## src/rtl/fetch_pkg.sv

```systemverilog
// Shared types for the instruction fetch stage: FIFO entry layout, fetch FSM
// states and the instruction size used to advance the PC.
package fetch_pkg;

  localparam int INST_BYTES = 4;

  typedef struct packed {
    logic [63:0] pc;
    logic [31:0] inst;
    logic        filled;
  } fetch_entry_t;

  typedef enum logic [1:0] {
    BOOT,
    RUN,
    FLUSH
  } fetch_state_t;

endpackage

```

## src/rtl/fetch_fifo.sv

```systemverilog
// In-order fetch buffer. Entries are allocated at the tail when a request
// fires, filled in order when responses return, and popped at the head by
// decode. Pointers carry one extra wrap bit so full and empty are distinct.
module fetch_fifo
  import fetch_pkg::*;
#(
  parameter int DEPTH = 4,
  localparam int PW = $clog2(DEPTH) + 1
) (
  input  logic         clk_i,
  input  logic         rst_ni,
  input  logic         alloc_i,
  input  logic [63:0]  alloc_pc_i,
  input  logic         fill_i,
  input  logic [31:0]  fill_inst_i,
  input  logic         pop_i,
  input  logic         clear_i,
  output logic [PW-1:0] count_o,
  output logic [PW-1:0] unfilled_o,
  output fetch_entry_t head_o
);

  localparam int AW = PW - 1;

  fetch_entry_t  mem_q [DEPTH];
  logic [PW-1:0] head_q, tail_q, fill_q;

  // Pointer update; a clear drops every entry, including unfilled ones.
  always_ff @(posedge clk_i or negedge rst_ni) begin
    if (!rst_ni) begin
      head_q <= '0;
      tail_q <= '0;
      fill_q <= '0;
    end else if (clear_i) begin
      head_q <= '0;
      tail_q <= '0;
      fill_q <= '0;
    end else begin
      if (alloc_i) tail_q <= tail_q + PW'(1);
      if (fill_i)  fill_q <= fill_q + PW'(1);
      if (pop_i)   head_q <= head_q + PW'(1);
    end
  end

  // Per-entry storage; allocation and fill never target the same slot.
  for (genvar gi = 0; gi < DEPTH; gi++) begin : g_entry
    // Capture the PC on allocation and the instruction word on fill.
    always_ff @(posedge clk_i or negedge rst_ni) begin
      if (!rst_ni) begin
        mem_q[gi] <= '0;
      end else if (clear_i) begin
        mem_q[gi].filled <= 1'b0;
      end else if (alloc_i && tail_q[AW-1:0] == AW'(gi)) begin
        mem_q[gi] <= '{pc: alloc_pc_i, inst: 32'h0, filled: 1'b0};
      end else if (fill_i && fill_q[AW-1:0] == AW'(gi)) begin
        mem_q[gi].inst   <= fill_inst_i;
        mem_q[gi].filled <= 1'b1;
      end
    end
  end

  assign count_o    = tail_q - head_q;
  assign unfilled_o = tail_q - fill_q;
  assign head_o     = mem_q[head_q[AW-1:0]];

endmodule

```

## src/rtl/instr_fetch.sv

```systemverilog
// Instruction fetch stage around an external PC register: computes next PC,
// issues in-order memory reads, buffers responses and hands them to decode.
// Redirects flush the buffer and drop responses still in flight.
// Optional build macro FETCH_PERF_CNT_EN adds fetch/stall counters.
module instr_fetch
  import fetch_pkg::*;
#(
  parameter int          DEPTH    = 4,
  parameter logic [63:0] RESET_PC = 64'h0
) (
  input  logic        clk_in,
  input  logic        rst_n_in,
  input  logic [63:0] pc_i,
  output logic [63:0] next_pc_o,
  input  logic        redirect_valid_i,
  input  logic [63:0] redirect_pc_i,
  output logic        imem_req_valid_o,
  input  logic        imem_req_ready_i,
  output logic [63:0] imem_req_addr_o,
  input  logic        imem_resp_valid_i,
  input  logic [31:0] imem_resp_data_i,
  output logic        inst_valid_o,
  input  logic        inst_ready_i,
  output logic [31:0] inst_o,
  output logic [63:0] inst_pc_o
`ifdef FETCH_PERF_CNT_EN
  ,
  output logic [31:0] fetch_cnt_o,
  output logic [31:0] stall_cnt_o
`endif
);

  localparam int PW = $clog2(DEPTH) + 1;

  fetch_state_t  state_q, state_d;
  logic [PW-1:0] drop_q, drop_d;
  logic [PW-1:0] count, unfilled, outstanding;
  fetch_entry_t  head;
  logic          alloc, fill, pop, clear, head_valid;

  fetch_fifo #(.DEPTH(DEPTH)) u_fifo (
    .clk_i       (clk_in),
    .rst_ni      (rst_n_in),
    .alloc_i     (alloc),
    .alloc_pc_i  (pc_i),
    .fill_i      (fill),
    .fill_inst_i (imem_resp_data_i),
    .pop_i       (pop),
    .clear_i     (clear),
    .count_o     (count),
    .unfilled_o  (unfilled),
    .head_o      (head)
  );

  assign head_valid      = (count != '0) && head.filled;
  assign inst_valid_o    = head_valid;
  assign inst_o          = head_valid ? head.inst : 32'h0;
  assign inst_pc_o       = head_valid ? head.pc : 64'h0;
  assign imem_req_addr_o = pc_i;
  // In RUN drop_q is zero and in FLUSH the buffer is empty, so the sum is
  // the number of responses still owed by memory in either state.
  assign outstanding     = unfilled + drop_q;

  // Next-state, next-PC and buffer control; redirect outranks everything.
  always_comb begin
    state_d          = state_q;
    drop_d           = drop_q;
    next_pc_o        = pc_i;
    imem_req_valid_o = 1'b0;
    alloc            = 1'b0;
    fill             = 1'b0;
    pop              = 1'b0;
    clear            = 1'b0;
    unique case (state_q)
      BOOT: begin
        next_pc_o = RESET_PC;
        state_d   = RUN;
      end
      default: begin
        if (redirect_valid_i) begin
          next_pc_o = redirect_pc_i;
          clear     = 1'b1;
          // A response arriving this cycle is already accounted for.
          drop_d    = (imem_resp_valid_i && outstanding != '0) ?
                      outstanding - PW'(1) : outstanding;
          state_d   = (drop_d != '0) ? FLUSH : RUN;
        end else if (state_q == FLUSH) begin
          if (imem_resp_valid_i && drop_q != '0) drop_d = drop_q - PW'(1);
          if (drop_d == '0) state_d = RUN;
        end else begin
          imem_req_valid_o = count < PW'(DEPTH);
          alloc            = imem_req_valid_o && imem_req_ready_i;
          if (alloc) next_pc_o = pc_i + 64'(INST_BYTES);
          fill             = imem_resp_valid_i && unfilled != '0;
          pop              = head_valid && inst_ready_i;
        end
      end
    endcase
  end

  // FSM state and pending-drop counter.
  always_ff @(posedge clk_in or negedge rst_n_in) begin
    if (!rst_n_in) begin
      state_q <= BOOT;
      drop_q  <= '0;
    end else begin
      state_q <= state_d;
      drop_q  <= drop_d;
    end
  end

  // A response with nothing outstanding is a memory protocol error.
  assert property (@(posedge clk_in) disable iff (!rst_n_in)
    (imem_resp_valid_i && state_q != BOOT) |-> (outstanding != '0));

`ifdef FETCH_PERF_CNT_EN
  logic [31:0] fetch_cnt_q, stall_cnt_q;

  // Saturating counts of request fires and decode-starved cycles.
  always_ff @(posedge clk_in or negedge rst_n_in) begin
    if (!rst_n_in) begin
      fetch_cnt_q <= '0;
      stall_cnt_q <= '0;
    end else if (state_q != BOOT) begin
      if (alloc && fetch_cnt_q != '1) fetch_cnt_q <= fetch_cnt_q + 32'd1;
      if (!head_valid && inst_ready_i && stall_cnt_q != '1)
        stall_cnt_q <= stall_cnt_q + 32'd1;
    end
  end

  assign fetch_cnt_o = fetch_cnt_q;
  assign stall_cnt_o = stall_cnt_q;
`endif

endmodule

```

## config.mk

```make
export PLATFORM = sky130hd
export DESIGN_NAME = instr_fetch
export DESIGN_NICKNAME = d
export VERILOG_FILES = /design/src/rtl/fetch_pkg.sv /design/src/rtl/fetch_fifo.sv /design/src/rtl/instr_fetch.sv
export SDC_FILE = /design/constraint.sdc
export NUM_CORES = 1
export LEC_CHECK = 0
export CAP_MARGIN = 20
export CORE_MARGIN = 8
export CORE_UTILIZATION = 45
export CTS_CLUSTER_DIAMETER = 30
export CTS_CLUSTER_SIZE = 16
export DETAILED_ROUTE_END_ITERATION = 7
export GPL_ROUTABILITY_DRIVEN = 0
export PLACE_DENSITY = 0.72
export SKIP_LAST_GASP = 1
export SYNTH_ARGS = -nofsm -noshare
export SYNTH_HDL_FRONTEND = slang
export SYNTH_SLANG_ARGS = --single-unit
```

## constraint.sdc

```tcl
create_clock -name clk_in -period 3.7 [get_ports clk_in]
set_clock_uncertainty 0.05 [all_clocks]
set_input_delay 0.74 -clock clk_in [delete_from_list [all_inputs] [get_ports clk_in]]
set_output_delay 0.74 -clock clk_in [all_outputs]
set_load 0.03 [all_outputs]
```

==> impl_metrics.yaml, run 1 <==
outcome:
  status: "finished, violations left"
  violations: "setup timing"
worst_setup_path:
  path_class: "reg2out"
  startpoint_type: "flip-flop"
  r2r-start: "u_fifo.tail_q[0]$_DFFE_PN0P_"
  end_kind: "output pin"
  rrSetupSlack_ps: 180
  critPathRequiredTime_ps: 2910
  cp.arrival_ps: 3380
  r2r_cells: 15
  cp_max_fo: 5
  timing.rr.end: "drop_q[0]$_DFFE_PN0P_"
clock_tree:
  numCtsBuffers: 98
  clockBufferDepth: 3
  postCtsHoldBufs: 0
  clkTransAtPathRegs_ps: 40
  cts.htree.levels: 3
  clock_sinks: 402
  cts_tree: "done"
  cts_root_buf: "clkbuf_16"
  clock_latency_ps: 620
global_routing:
  first_global_vias: 20400
  globalRouteTotalUtil: 0.287
  grt-ovfl-total: 0
  grt_max_degree: 102
  antenna_found_initial: 3
  grt_first_pass_wirelength_mm: 121
timing:
  finalSetupViolations: 159
  rsz0062_at_grt: "yes"
  finalCritPeriodShare: 1.13
  worst_pin_slew_ps: 932
  maxSlewViolCount: 0
  slew_headroom: 0.379
  period_minus_slack_ps: 4170
  max_freq_ghz: 0.240
  hold_viol: 0
  layout_setup_ws_ps: -467
place:
  post-place-ws_ps: -737
  dp_hpwl_mm: 47.5
  post-place-cells: 2864
  numPortBuffers: 391
final_layout:
  drive_gt1_frac: 0.424
  syn2layout_area_growth_pct: 51.7
  fin_cells: 3112
  nets: 2605
die:
  start_util: 0.456
  io_pins: 392
  coreArea_mm2: 0.0466
  dieHeight_um: 233
  rows: 79
  die_width_um: 233
  dieArea_mm2: 0.0544
pwr:
  p_sw_mw: 6.92
  power.total_mw: 22.6
  internal_power_mw: 15.7
  peakVddDrop_mv: 0.773
  p_per_area_mw_per_mm2: 701
  p_clk_frac: 0.400
  p_sw_frac: 0.306
  power_frac_seq: 0.301
  p_comb_frac: 0.299
  leakagePower_nw: 14.5
route:
  drc_errors: 0
  avgRoutedWirePerCell_um: 25.2
  dr_total_vias: 18500
  totalWireLength_mm: 78.5
  drt_iter0_markers: 1518
  vias_per_cell: 5.95
  dr.pass1.iters: 6
  ant_nets: 0
logic_synthesis:
  yosys.area.top_type_share: 0.473
  synthFlopType: "dfrtp_1"
  ys_seq_area_frac: 0.473
  syn_inst: 1924
  synthesis.nets: 2110
  async_flop_share: 1.00
  synth_cell_types: 54
  ys_warn_count: 0
  syn-cell-area_mm2: 0.0212
  synthTopCellsByArea: "dfrtp_1 (47%), mux4_2 (10%), mux2_2 (8.7%)"
  syn-mean-instance-area_um2: 11.0
  synth_edf_count: 0
  yosysTopAreaCell: "dfrtp_1"
  ys_seq_elements: 402
hold_path:
  hp-class: "in2async"
flow_run:
  maxCapViolations: 0
-- how the worst max path moves through the flow --
| stage | cells after the start | slack [ps] | from | end |
|---|---|---|---|---|
| 2_1_floorplan | 7 | -40 | pc_i[15] | next_pc_o[42] |
| 3_3_place_gp | 10 | -740 | pc_i[12] | next_pc_o[59] |
| 3_5_place_dp | 10 | -740 | pc_i[12] | next_pc_o[59] |
| 4_1_cts | 11 | -470 | u_fifo.head_q[0]$_DFFE_PN0P_ | next_pc_o[36] |
| 5_1_grt | 10 | -600 | u_fifo.head_q[0]$_DFFE_PN0P_ | next_pc_o[42] |
| 6_report | 11 | -470 | u_fifo.head_q[0]$_DFFE_PN0P_ | next_pc_o[34] |
-- power groups by stage --
| stage | registers, mW | logic, mW | clock network, mW |
|---|---|---|---|
| 2_1_floorplan | 6.49 | 4.01 | 0 |
| 3_3_place_gp | 6.64 | 5.76 | 0 |
| 3_5_place_dp | 6.77 | 5.96 | 0 |
| 4_1_cts | 6.74 | 6.66 | 9.10 |
| 5_1_grt | 6.95 | 7.20 | 9.40 |
| 6_report | 6.80 | 6.75 | 9.04 |
-- cells by family after synthesis --
kind of cell | after synthesis | share of synthesized area
and+or+nand+nor | 588 | 0.141
adders and majority gates | 20 | 0.0128
AOI/OAI and AO/OA | 325 | 0.101
DFF | 402 | 0.473
muxes | 265 | 0.192
buffers and inverters | 289 | 0.0642
xor gates and xnor gates | 35 | 0.0157
-- Yosys cell counts (21+ instances only) --
cell and n:
xnor2_1 22, mux4_2 97, a22o_1 97, buf_1 25
mux2_2 164, inv_1 56, nand3_1 63, and2_1 108
nor2_1 30, nor4_1 24, buf_2 21, dfrtp_1 402
nand2_1 236, buf_4 65, nand4_1 31, clkbuf_1 120
a21oi_1 35, o21ai_0 133, nor3_1 25
-- registers in the layout (all words and copies together) (netlist names) --
signal	flops
state_q	2
u_fifo.head_q	3
u_fifo.tail_q	3
u_fifo.mem_q	388
drop_q	3
u_fifo.fill_q	3
-- per-stage QoR --
stage | util | cell area [um^2] | hold slack [ps] | TNS [ps]
3_5_place_dp | 0.565 | 26300 | 409 | -17360
2_1_floorplan | - | 21400 | 390 | -36.3
3_3_place_gp | 0.565 | 26300 | 402 | -17450
6_report | 0.692 | 32200 | 93.2 | -39800
5_1_grt | 0.692 | 32200 | 167 | -54810
4_1_cts | 0.695 | 32300 | 156 | -44490
-- repair_timing --
action | CTS | global route
pin swaps | 113 | 59
gates cloned | 20 | 0
setup buffers | 55 | 23
setup endpoints to repair | 159 | 160
gates resized for setup | 388 | 68
-- metal layers --
layer	GRT usage	part of all wire	up-vias
li1	-	-	7909
met5	0	0.00017	-
met3	0.0661	0.080	188
met4	0.111	0.034	2
met2	0.476	0.49	918
met1	0.362	0.40	9505
-- layout make-up --
class                           instances  area [um^2]
Fill cell                            3144        14300
Multi-Input combinational cell       1233        11100
Sequential cell                       402        10100
Timing Repair Buffer                  628         6640
Clock buffer                          124         2690
Clock inverter                         61          813
Tap cell                              607          759
Inverter                               56          211
Antenna cell                            1         2.50
-- cell usage in the layout (no fill, tap or decap), drive strengths merged, types with 17 or more instances in the layout --
master and n:
mux2 164, nand4 32, a21oi 35, clkbuf 125, nor2 30, xnor2 22
a22o 97, buf 398, nand3 63, nor4 26, clkdlybuf4s50 225, nor3 25
o21ai 133, and2 109, nand2 236, and3 17, ha 17, inv 61
mux4 97, dfrtp 402, clkinv 27
-- critical path: stages (launching register included) --
cell	delay, ps
dfrtp_4	480
ha_4	170
fa_2	330
xnor3_2	260
buf_6	110
and4_1	200
buf_6	140
buf_4	120
nand3_4	100
or4_4	500
a31oi_4	200
buf_6	150
(Power assumes the default switching activity.)
==> run 2: changes to the inputs <==
--- a/config.mk
+++ b/config.mk
@@ -14,6 +14,7 @@
 export GPL_ROUTABILITY_DRIVEN = 0
 export PLACE_DENSITY = 0.72
 export SKIP_LAST_GASP = 1
+export SLEW_MARGIN = 15
 export SYNTH_ARGS = -nofsm -noshare
 export SYNTH_HDL_FRONTEND = slang
 export SYNTH_SLANG_ARGS = --single-unit
==> results of run 2 <==
The final DEF is identical to that of run 1; final timing and power are the same.
